[config.mk]
export PLATFORM = sky130hd
export DESIGN_NAME = qam_frame_packer
export DESIGN_NICKNAME = d
export VERILOG_FILES = /design/src/rtl/parameter_def.sv /design/src/rtl/qam_frame_packer_fifo.sv /design/src/rtl/qam_frame_packer.sv
export SDC_FILE = /design/constraint.sdc
export NUM_CORES = 1
export LEC_CHECK = 0
export ABC_CLOCK_PERIOD_IN_PS = 4400
export BUFFER_PORTS_ARGS = -buffer_cell sky130_fd_sc_hd__buf_2
export CORE_ASPECT_RATIO = 0.6
export CORE_MARGIN = 3
export CORE_UTILIZATION = 30
export DETAILED_ROUTE_END_ITERATION = 10
export GPL_TIMING_DRIVEN = 0
export PLACE_DENSITY_LB_ADDON = 0.05
export SYNTH_ARGS = -nofsm -noshare
export SYNTH_HDL_FRONTEND = slang
export SYNTH_HIERARCHICAL = 1
export SYNTH_SLANG_ARGS = --single-unit
[constraint.sdc]
create_clock -name axi_clk -period 4.4 [get_ports axi_clk]
set_input_delay 0 -clock axi_clk [delete_from_list [all_inputs] [get_ports axi_clk]]
set_output_delay 0 -clock axi_clk [all_outputs]
set_load 0.1 [all_outputs]
[src/rtl/parameter_def.sv]
// rtl/parameter_def.sv - shared types and constants for the QAM frame packer
package parameter_def;

  localparam logic [7:0] SYNC_BYTE_DEFAULT = 8'hA5;

  typedef enum logic [1:0] {HUNT, LEN, PAYLOAD} frame_state_t;

  typedef struct packed {
    logic       last;
    logic [7:0] data;
  } fifo_word_t;

  localparam int FIFO_WORD_W = $bits(fifo_word_t);

endpackage

[src/rtl/qam_frame_packer_fifo.sv]
// rtl/qam_frame_packer_fifo.sv - synchronous first-word-fall-through FIFO
module qam_sync_fifo
  import parameter_def::*;
#(
  parameter int DEPTH = 8,
  parameter int WIDTH = FIFO_WORD_W
) (
  input  logic             axi_clk,
  input  logic             axi_rst,
  input  logic             push,
  input  logic [WIDTH-1:0] din,
  output logic             full,
  input  logic             pop,
  output logic [WIDTH-1:0] dout,
  output logic             empty
);

  localparam int AW = $clog2(DEPTH);
  localparam int PW = AW + 1;

  logic [WIDTH-1:0] mem [DEPTH];
  logic [PW-1:0]    wr_ptr;
  logic [PW-1:0]    rd_ptr;
  logic             do_push;
  logic             do_pop;

  assign empty = (wr_ptr == rd_ptr);
  assign full  = (wr_ptr[AW] != rd_ptr[AW]) && (wr_ptr[AW-1:0] == rd_ptr[AW-1:0]);
  assign dout  = mem[rd_ptr[AW-1:0]];

  // A pop in the same cycle frees the slot, so a push into a full FIFO is legal then.
  assign do_pop  = pop && !empty;
  assign do_push = push && (!full || do_pop);

  always_ff @(posedge axi_clk) begin
    if (axi_rst) begin
      wr_ptr <= '0;
      rd_ptr <= '0;
      for (int i = 0; i < DEPTH; i++) mem[i] <= '0;
    end else begin
      if (do_push) begin
        mem[wr_ptr[AW-1:0]] <= din;
        wr_ptr              <= wr_ptr + 1'b1;
      end
      if (do_pop) rd_ptr <= rd_ptr + 1'b1;
    end
  end

endmodule

[src/rtl/qam_frame_packer.sv]
// rtl/qam_frame_packer.sv - nibble-to-byte packer with sync lock and length-framed output
module qam_frame_packer
  import parameter_def::*;
#(
  parameter logic [7:0] SYNC_BYTE  = SYNC_BYTE_DEFAULT,
  parameter int         FIFO_DEPTH = 8
) (
  input  logic        axi_clk,
  input  logic        axi_rst,
  input  logic        sym_valid,
  input  logic [3:0]  sym_data,
  output logic        m_tvalid,
  input  logic        m_tready,
  output logic [7:0]  m_tdata,
  output logic        m_tlast,
  output logic        locked,
  output logic [15:0] frame_cnt,
  output logic        overflow
);

  frame_state_t state, state_nxt;
  logic [7:0]   shreg;
  logic         ph, ph_nxt;
  logic [7:0]   rem, rem_nxt;
  logic         stage;
  logic [7:0]   cur_byte;
  fifo_word_t   stage_word;

  // One-deep staging register puts the FIFO write one edge after the completing nibble.
  logic         push_pend;
  fifo_word_t   push_word;

  logic                   fifo_full;
  logic                   fifo_empty;
  logic                   fifo_pop;
  logic                   fifo_push;
  logic                   drop;
  logic [FIFO_WORD_W-1:0] fifo_dout;
  fifo_word_t             head;

  logic        locked_q;
  logic [15:0] frame_cnt_q;
  logic        overflow_q;

  assign cur_byte   = {shreg[3:0], sym_data};
  assign stage_word = '{last: (rem == 8'd1), data: cur_byte};

  always_comb begin
    state_nxt = state;
    ph_nxt    = ph;
    rem_nxt   = rem;
    stage     = 1'b0;
    case (state)
      HUNT: begin
        if (sym_valid && (cur_byte == SYNC_BYTE)) begin
          state_nxt = LEN;
          ph_nxt    = 1'b0;
        end
      end
      LEN: begin
        if (sym_valid) begin
          ph_nxt = ~ph;
          if (ph) begin
            rem_nxt   = cur_byte;
            state_nxt = (cur_byte == 8'd0) ? HUNT : PAYLOAD;
          end
        end
      end
      PAYLOAD: begin
        if (sym_valid) begin
          ph_nxt = ~ph;
          if (ph) begin
            stage   = 1'b1;
            rem_nxt = rem - 8'd1;
            if (rem == 8'd1) state_nxt = HUNT;
          end
        end
      end
      default: state_nxt = HUNT;
    endcase
  end

  assign fifo_pop  = !fifo_empty && m_tready;
  assign fifo_push = push_pend && (!fifo_full || fifo_pop);
  assign drop      = push_pend && !fifo_push;

  always_ff @(posedge axi_clk) begin
    if (axi_rst) begin
      state       <= HUNT;
      shreg       <= 8'd0;
      ph          <= 1'b0;
      rem         <= 8'd0;
      push_pend   <= 1'b0;
      push_word   <= '0;
      locked_q    <= 1'b0;
      frame_cnt_q <= 16'd0;
      overflow_q  <= 1'b0;
    end else begin
      state     <= state_nxt;
      ph        <= ph_nxt;
      rem       <= rem_nxt;
      push_pend <= stage;
      locked_q  <= (state_nxt != HUNT);
      if (sym_valid) shreg <= cur_byte;
      if (stage) push_word <= stage_word;
      if (fifo_push && push_word.last) frame_cnt_q <= frame_cnt_q + 16'd1;
      if (drop) overflow_q <= 1'b1;
    end
  end

  qam_sync_fifo #(
    .DEPTH (FIFO_DEPTH),
    .WIDTH (FIFO_WORD_W)
  ) u_fifo (
    .axi_clk (axi_clk),
    .axi_rst (axi_rst),
    .push    (fifo_push),
    .din     (push_word),
    .full    (fifo_full),
    .pop     (fifo_pop),
    .dout    (fifo_dout),
    .empty   (fifo_empty)
  );

  assign head      = fifo_dout;
  assign m_tvalid  = !fifo_empty;
  assign m_tdata   = head.data;
  assign m_tlast   = head.last;
  assign locked    = locked_q;
  assign frame_cnt = frame_cnt_q;
  assign overflow  = overflow_q;

endmodule

; ---- Word level (Yosys, flattened, before mapping)
; Memory sizes are Yosys's and may differ from the RTL's. A register that Yosys moved wholly into a read port is not among the register bits.
; Cells that the tools add are included.
[totals]
mem_count = 1
inputBits = 8
ramBits = 72
word_cells = 82
ff_bits = 51
[memory_table]
columns = name, depth, width, rd, rd_clocked_by_memory_dff, wr, line_no
row1 = u_fifo.mem, 8, 9, 1, 1, 8, qam_frame_packer_fifo.sv:21  ; logic [WIDTH-1:0] mem [DEPTH];
[op_classes]
reduce_logical = 22
mux = 29
add_sub_neg = 4
n_eq_ne = 13
n_bitwise = 1
[op_table]
columns = cell, n
row1 = $mux W8, 4
row2 = $add A16 B1 Y16 const B, 1
row3 = $pmux W8 S2, 1
row4 = $mux W2, 7
row5 = $mux W1, 11
row6 = $ne A2 B2 Y1 const B, 5
row7 = $mux W3, 3
row8 = $mux W9, 1
row9 = $reduce_or A9 Y1, 1
row10 = $add A4 B1 Y4 const B, 2
row11 = $eq A8 B1 Y1 const B, 1
row12 = $eq A8 B8 Y1 const B, 1
row13 = $logic_and A1 B1 Y1, 8
row14 = $logic_not A8 Y1, 1
row15 = $sub A8 B1 Y8 const B, 1
row16 = $pmux W2 S3, 1
row17 = $reduce_bool A2 Y1, 3
row18 = $reduce_and A5 Y1, 1
row19 = $eq A4 B4 Y1, 1
row20 = $eq A3 B3 Y1, 1
row21 = $logic_not A1 Y1, 3
row22 = $reduce_and A3 Y1, 1
row23 = $eq A2 B1 Y1 const B, 1
row24 = $eq A2 B2 Y1 const B, 1
row25 = 7 further kinds, 8

; ---- Depth between registers and ports, before layout
; Gate-level depths: netlist of run 1.
[depth]
ltp_word = 11
depth_mapped = 10
mapped_depth_nobuf = 9

; ---- Modules after synthesis
; Netlist of run 1, hierarchy kept.
[by_module_without_submodules]
columns = mod, area_each_um2, n_inst, cells_each
row1 = qam_sync_fifo, 3893.7, 1, 293
row2 = qam_frame_packer, 2133.3, 1, 252

; ---- Worst setup path before layout of run 1
; No wires, ideal clock.
[synth_timing]
path_type = reg-to-reg
from = register u_fifo.wr_ptr[2]
to = memory u_fifo/mem[1][0] (netlist bit) (enable)
t_arrival_ns = 2.659
required_time_ns = 4.010
setup_slack_ns = 1.351
synth_period_minus_slack_ns = 3.049
stages_incl_launch_ff = 10
path_buffers = 2
setup_ns = 0.390
cell_sequence = dfxtp_1 -> buf_4 -> xnor2_2 -> nand4_4 -> buf_2 -> inv_1 -> a21boi_0 -> and2_1 -> o21ai_1 -> o31ai_1
[synth_rtl]
columns = element, line_no
row1 = start: declaration, qam_frame_packer_fifo.sv:22  ; logic [PW-1:0] wr_ptr;
row2 = start signal: assignment, qam_frame_packer_fifo.sv:43  ; wr_ptr <= wr_ptr + 1'b1;
row3 = end: declaration, qam_frame_packer_fifo.sv:21

==> metrics.log, run 1 <==
[metrics] endpoints failing setup: 0
[metrics] fraction of final layout cells sized beyond drive strength 1: a little over a fifth
[metrics] maximum clock insertion buffer count: 2
[metrics] proportion of synthesized chip area in sequential cells: around 54%
[metrics] relative slew slack: about half
[metrics] slew of the pin with the lowest slew margin: 0.746 ns
[metrics] proportion of netlist area held by the largest area contributor: ~36%
[metrics] initial drt markers: 327
[metrics] Main synth FF type: sky130_fd_sc_hd__edfxtp_1
[metrics] mapped cell area: ~0.006 mm2
[metrics] post-synthesis cell count: between 500 and 600
[metrics] total CTS buffers: 17
[metrics] max-slew violation count: 0
[metrics] Post-CTS Setup Bufs: 0
[metrics] Critical Path End Type: flip-flop
[metrics] final antenna-violating net count: 0
[metrics] die area: between 0.02 and 0.025 mm2
[metrics] peak ir drop on the vdd network: 251 uV
[metrics] skew final: around 0.008 ns
[metrics] average instance area after synthesis: roughly 11 um2
[metrics] final non-filler cell total: between 800 and 900
[metrics] Leak: 0.00243 uW
[metrics] outcome: completed
[metrics] post-synthesis async set-or-reset flop share: 0%
[metrics] Crit Path Class: flip-flop to flip-flop
[metrics] Final Hold Vio Count: 0
[metrics] total of max-cap violations: 0
[metrics] Final GP Congestion: roughly 0.76
[metrics] boundary pin count: 36
[metrics] post-synthesis net count: 562
[metrics] Post-CTS Resized: 0
[metrics] CTS Root Cell: sky130_fd_sc_hd__clkbuf_16
[metrics] Placed Instances: between 800 and 900
[metrics] portion of the clock cycle consumed by the worst path in the final layout: about four fifths
[metrics] CP Data Arrival Time: about 3.6 ns
[metrics] horizontal die dimension: roughly 190 um
[metrics] Rows: 39
[metrics] GRT Residual Overflow: 0
[metrics] vias per cell: about 4.9
[metrics] cell taking the most area after synthesis: sky130_fd_sc_hd__edfxtp_1
[metrics] count of flip-flops with a built-in enable after synthesis: 72
[metrics] minimum clock period after layout: about 3.5 ns
[metrics] routed length per instance: between 15 and 20 um
[metrics] Setup TNS: 0 ns
[metrics] iteration count of the initial detailed-routing pass: 5
[metrics] number of antenna repair diodes: 0
[metrics] area growth from synthesis to final layout: 19.9%
[metrics] number of global-route vias before repair: about 4400
[metrics] detailed-placement wirelength estimate: roughly 12000 um
[metrics] Initial Utilization: slightly above 30%
[metrics] total number of yosys warnings: 6
[metrics] maximum number of pins on one net before global-route repair: 17
[metrics] distinct cell type count of the synthesized netlist: between 60 and 70
[metrics] core area: 0.0194 mm2
[metrics] post-detailed-routing wire length: 15900 um
[metrics] unrepaired setup endpoints after global routing: no
[metrics] Synth area leaders: sky130_fd_sc_hd__edfxtp_1, sky130_fd_sc_hd__dfxtp_1, sky130_fd_sc_hd__mux4_2, sky130_fd_sc_hd__nor2_1, sky130_fd_sc_hd__nand2_1
[metrics] total routed wire length on the met1 layer: ~8600 um
[metrics] upper clock frequency limit: 0.286 GHz
[metrics] maximum fanout along the worst path: 10
[metrics] CP required: 4.48 ns
[metrics] count of buffers from port buffering: 35
[metrics] clock slew at reported path FFs: 0.06 ns
[metrics] clock tree sinks: about 130
[metrics] Die Y-Extent: around 120 um
[metrics] H-tree levels: 4
[metrics] number of filler instances in the final layout: slightly below 2000
[metrics] DRC violations left: 0
[metrics] routed wire length on met2: approximately 6600 um
[metrics] library cell with the highest instance count after synthesis: sky130_fd_sc_hd__nor2_1
[metrics] synth cell count leaders: sky130_fd_sc_hd__nor2_1, sky130_fd_sc_hd__edfxtp_1, sky130_fd_sc_hd__nand2_1, sky130_fd_sc_hd__dfxtp_1, sky130_fd_sc_hd__a21oi_1
[metrics] Total Power Consumption: ~2800 uW
[metrics] number of vias after detailed routing: approximately 4400
[metrics] Detail Route met3 WL: about 600 um
[metrics] DR top layer: met4
[metrics] TritonCTS clock tree: built
[metrics] antenna violations before repair: 0
[metrics] worst hold path class: primary input to flip-flop
[metrics] Critical Path Start Type: flip-flop
[metrics] first-pass GRT wire length: between 20000 and 30000 um
[metrics] register bit total from synthesis: approximately 130
[metrics] power per unit of standard cell area: 385 mW/mm2
[metrics] number of nets in the final layout: 627
[metrics] clock insertion delay at the later pin of the skew report: between 0.4 and 0.5 ns
[metrics] Tot GR Track Use: about 15%
-- routing by layer --
layer	vias up	GRT usage (%)
li1	2134	-
met3	10	3.14
met5	-	0
met1	2164	22.9
met2	86	22.3
met4	0	5.11
-- worst max-delay path: stages, from the launching register on --
cell and delay [ns]:
sky130_fd_sc_hd__dfxtp_1 0.42, sky130_fd_sc_hd__xnor2_1 0.19, sky130_fd_sc_hd__nand4_4 0.24, sky130_fd_sc_hd__buf_2 0.26, sky130_fd_sc_hd__inv_1 0.15, sky130_fd_sc_hd__a21boi_0 0.62
sky130_fd_sc_hd__and2_1 0.31, sky130_fd_sc_hd__buf_1 0.49, sky130_fd_sc_hd__a31o_2 0.47
-- cell usage in the layout, fill, tap and decap left out, drive strengths merged, types with 4 or more instances in the layout --
master / instances
a21oi: 35
buf: 58
clkbuf: 30
clkinv: 9
clkinvlp: 4
dfxtp: 54
dlygate4sd3: 5
edfxtp: 72
ha: 9
inv: 23
mux2: 9
mux2i: 8
mux4: 18
nand2: 55
nand3: 11
nand4: 7
nor2: 93
nor2b: 4
o211ai: 5
o21ai: 20
o221ai: 5
o311ai: 6
o31ai: 10
or3: 12
or4: 8
xnor2: 5
xor2: 4
-- timing repair --
| item | 4_1_cts | 5_1_grt |
|---|---|---|
| hold endpoints to repair | 14 | 0 |
| hold buffers | 5 | 0 |
| setup endpoints to repair | 0 | 0 |
-- state kept, by name, indices dropped and copies added, names as in the netlist, named ones only --
signal,flops
frame_cnt,16
locked,1
overflow,1
ph,1
push_pend,1
push_word,9
rem,8
shreg,4
state,2
u_fifo/mem,72
u_fifo/rd_ptr,4
u_fifo/wr_ptr,4
-- metrics by stage --
stage                     utilization [%]  hold slack (ns)  instance area [um2]  worst slack (ns)
after floorplan                         -            0.133                 6030              1.35
after global placement               33.7            0.301                 6540            0.0635
after detailed placement             34.1            0.302                 6600             0.888
after CTS                            37.3           0.0152                 7230             0.870
after global routing                 37.3           0.0532                 7230             0.475
final                                37.3           0.0219                 7230             0.904
-- power breakdown --
part / internal (uW) / switching, uW
Clock: 829 / 540
Combinational: 37.3 / 84.4
Sequential: 1280 / 12.0
Total: 2140 / 636
-- layout make-up --
type	count	area (um2)	share of cell area, %
timing repair buffer	46	274	3.79
clock inverter	15	149	2.06
inverter	23	86.3	1.19
multi-input combinational	366	2530	35.0
tap	266	333	4.60
clock buffer	17	425	5.89
sequential	126	3240	44.9
buffer	30	189	2.61
-- final timing paths --
| kind | from | to | slack [ns] | depth (start not counted) |
|---|---|---|---|---|
| worst max register to register | u_fifo/rd_ptr[0]$_SDFFE_PP0N_ | u_fifo/mem[3][1]$_SDFFCE_PN0P_ | 0.90 | 8 |
| worst max-delay path | u_fifo/rd_ptr[0]$_SDFFE_PP0N_ | u_fifo/mem[3][1]$_SDFFCE_PN0P_ | 0.90 | 8 |
| worst min register to register | rem[7]$_SDFFE_PP0P_ | rem[7]$_SDFFE_PP0P_ | 0.47 | 2 |
| worst min-delay path | m_tready | overflow$_SDFFE_PP0P_ | 0.02 | 4 |
-- cell families after synthesis --
family	after synthesis	share of synthesized area [%]
flip-flops	126	53.8
multiplexers	35	9.74
AND/OR/NAND/NOR	213	16.9
AO/OA/AOI/OAI	100	11.6
buffers and inverters	53	4.57
adder cells (fa/ha/maj)	9	1.87
XOR/XNOR	9	1.56
No activity file was read; power rests on OpenSTA's default activity.
==> inputs of run 2 (changes only) <==
Settings changed: ABC_CLOCK_PERIOD_IN_PS 4400 to 2830.
Clock period 4.4 ns to 2.83 ns, I/O delays scaled along.
==> metrics.log, run 2 (synthesis results as in run 1) <==
[metrics] die area: between 0.02 and 0.025 mm2
[metrics] final antenna-violating net count: 0
[metrics] r2r worst-path depth: 9
[metrics] setup slack of the worst register-to-register path: 0.16 ns
[metrics] largest register by flop count: u_fifo/mem
[metrics] maximum number of pins on one net before global-route repair: 17
[metrics] TritonCTS clock tree: built
[metrics] CTS Root Cell: sky130_fd_sc_hd__clkbuf_16
[metrics] worst hold slack: 0.0569 ns
[metrics] Leak: between 0.002 and 0.0025 uW
[metrics] power per unit of standard cell area: slightly below 600 mW/mm2
[metrics] most common library cell in the layout ignoring fill and taps: sky130_fd_sc_hd__nor2_1
[metrics] minimum clock period after layout: ~2.7 ns
[metrics] Placed Instances: roughly 850
[metrics] H-tree levels: 4
[metrics] clock slew at reported path FFs: about 0.060 ns
[metrics] max-slew violation count: 0
[metrics] vias per cell: 4.95
[metrics] relative slew slack: about 50%
[metrics] horizontal die dimension: 189 um
[metrics] endpoints failing setup: 0
[metrics] Final Cell Area: about 0.0074 mm2
[metrics] peak ir drop on the vdd network: just under 400 uV
[metrics] CP Data Arrival Time: approximately 2.8 ns
[metrics] number of nets in the final layout: 634
[metrics] routed length per instance: ~18 um
[metrics] Critical Path Start Type: flip-flop
[metrics] count of buffers from port buffering: 35
[metrics] reg2reg end: u_fifo/mem[3][1]$_SDFFCE_PN0P_
[metrics] worst hold path class: primary input to flip-flop
[metrics] Crit Path Class: flip-flop to flip-flop
[metrics] number of vias after detailed routing: roughly 4400
[metrics] maximum fanout along the worst path: 10
[metrics] total CTS buffers: 17
[metrics] startpoint of the most critical register-to-register path: u_fifo/wr_ptr[2]$_SDFFE_PP0P_
[metrics] maximum clock insertion buffer count: 2
[metrics] slew of the pin with the lowest slew margin: 0.753 ns
[metrics] final non-filler cell total: between 800 and 900
[metrics] Final Hold Vio Count: 0
[metrics] capture point of the critical path: u_fifo/mem[3][1]$_SDFFCE_PN0P_
[metrics] launching element of the worst setup path: u_fifo/wr_ptr[2]$_SDFFE_PP0P_
[metrics] first-pass GRT wire length: between 20000 and 30000 um
[metrics] post-placement worst setup slack: -0.682 ns
[metrics] Die Y-Extent: between 100 and 150 um
[metrics] clock tree sinks: about 130
[metrics] Initial Utilization: approximately 31%
[metrics] Final GP Congestion: about 0.76
[metrics] skew final: 0.00832 ns
[metrics] detailed-placement wirelength estimate: about 12000 um
[metrics] clock insertion delay at the later pin of the skew report: a little over 0.4 ns
[metrics] post-detailed-routing wire length: 16000 um
[metrics] iteration count of the initial detailed-routing pass: 5
[metrics] flip-flop count of the largest register, all copies and words added: between 70 and 80
[metrics] number of global-route vias before repair: between 4000 and 5000
[metrics] fraction of final layout cells sized beyond drive strength 1: approximately a quarter
[metrics] Rows: 39
[metrics] Critical Path End Type: flip-flop
[metrics] area growth from synthesis to final layout: 22.3%
[metrics] min setup slack post-route: between 0.15 and 0.2 ns
[metrics] boundary pin count: 36
[metrics] CP required: 2.93 ns
[metrics] Placement Cell Area: 0.00660 mm2
[metrics] number of filler instances in the final layout: 1922
[metrics] initial drt markers: around 290
[metrics] outcome: completed
[metrics] number of antenna repair diodes: 0
[metrics] GRT Residual Overflow: 0
[metrics] Tot GR Track Use: approximately 15%
[metrics] core area: roughly 0.019 mm2
[metrics] antenna violations before repair: 0
[metrics] most frequent cells in the layout: sky130_fd_sc_hd__nor2_1, sky130_fd_sc_hd__edfxtp_1, sky130_fd_sc_hd__nand2_1
[metrics] total of max-cap violations: 0
[metrics] upper clock frequency limit: about 0.37 GHz
[metrics] DRC violations left: 0
[metrics] portion of the clock cycle consumed by the worst path in the final layout: a little over nine tenths
[metrics] post-layout utilization of the core: 38.0%
## run 2: layout make-up
type | instances | area [um2] | share of cell area (%)
Timing Repair Buffer | 53 | 334 | 4.53
Clock inverter | 15 | 149 | 2.02
Sequential cell | 126 | 3250 | 44.1
Buffer | 30 | 195 | 2.65
Clock buffer | 17 | 425 | 5.77
Tap cell | 266 | 333 | 4.52
Multi-Input combinational cell | 366 | 2600 | 35.3
Inverter | 23 | 86.3 | 1.17
## run 2: report_power, final
| part | total [uW] | internal (uW) | switching, uW |
|---|---|---|---|
| Combinational | 197 | 64.3 | 133 |
| Clock | 2130 | 1290 | 837 |
| Sequential | 2010 | 1990 | 18.8 |
| Total | 4330 | 3340 | 988 |
## run 2: metrics by stage
stage / TNS, ns / total power, uW
2_1_floorplan: -10.58 / 2160
3_3_place_gp: -107.95 / 2220
3_5_place_dp: -63.80 / 2230
4_1_cts: 0 / 4380
5_1_grt: -0.00759 / 4470
6_report: 0 / 4330
## run 2: routing by layer
layer | GRT usage (%) | routed length (um) | vias up | part of all wire, %
met5 | 0 | 0 | - | 0
met4 | 5.11 | 127 | 0 | 0.79
met3 | 3.14 | 687 | 8 | 4.3
met2 | 22.4 | 6660 | 90 | 42
met1 | 23.0 | 8510 | 2188 | 53
li1 | - | - | 2151 | -
## run 2: worst min-delay path by stage
stage	startpoint	cells past startpoint	slack, ns	endpoint
final	m_tready	4	0.06	overflow$_SDFFE_PP0P_
after global routing	m_tready	4	0.08	overflow$_SDFFE_PP0P_
after CTS	m_tready	4	0.05	overflow$_SDFFE_PP0P_
after detailed placement	sym_data[1]	3	0.30	push_word[1]$_SDFFE_PP0P_
after global placement	sym_data[0]	3	0.30	push_word[0]$_SDFFE_PP0P_
after floorplan	sym_data[0]	2	0.13	push_word[0]$_SDFFE_PP0P_
## run 2: what timing repair did
action | in CTS | in global routing
hold buffers | 5 | 0
buffers inserted | 3 | 4
hold endpoints to repair | 14 | 0
pin swaps | 3 | 4
endpoints found under the setup margin | 144 | 140
resized for setup | 12 | 9
## run 2: worst max-delay path, stage by stage, from the launching register on
cell and delay, ns:
sky130_fd_sc_hd__dfxtp_1 0.29, sky130_fd_sc_hd__buf_4 0.18, sky130_fd_sc_hd__xnor2_2 0.18, sky130_fd_sc_hd__nand4_4 0.19
sky130_fd_sc_hd__buf_4 0.22, sky130_fd_sc_hd__inv_1 0.15, sky130_fd_sc_hd__a21boi_4 0.22, sky130_fd_sc_hd__and2_1 0.26
sky130_fd_sc_hd__buf_2 0.31, sky130_fd_sc_hd__a31o_4 0.33
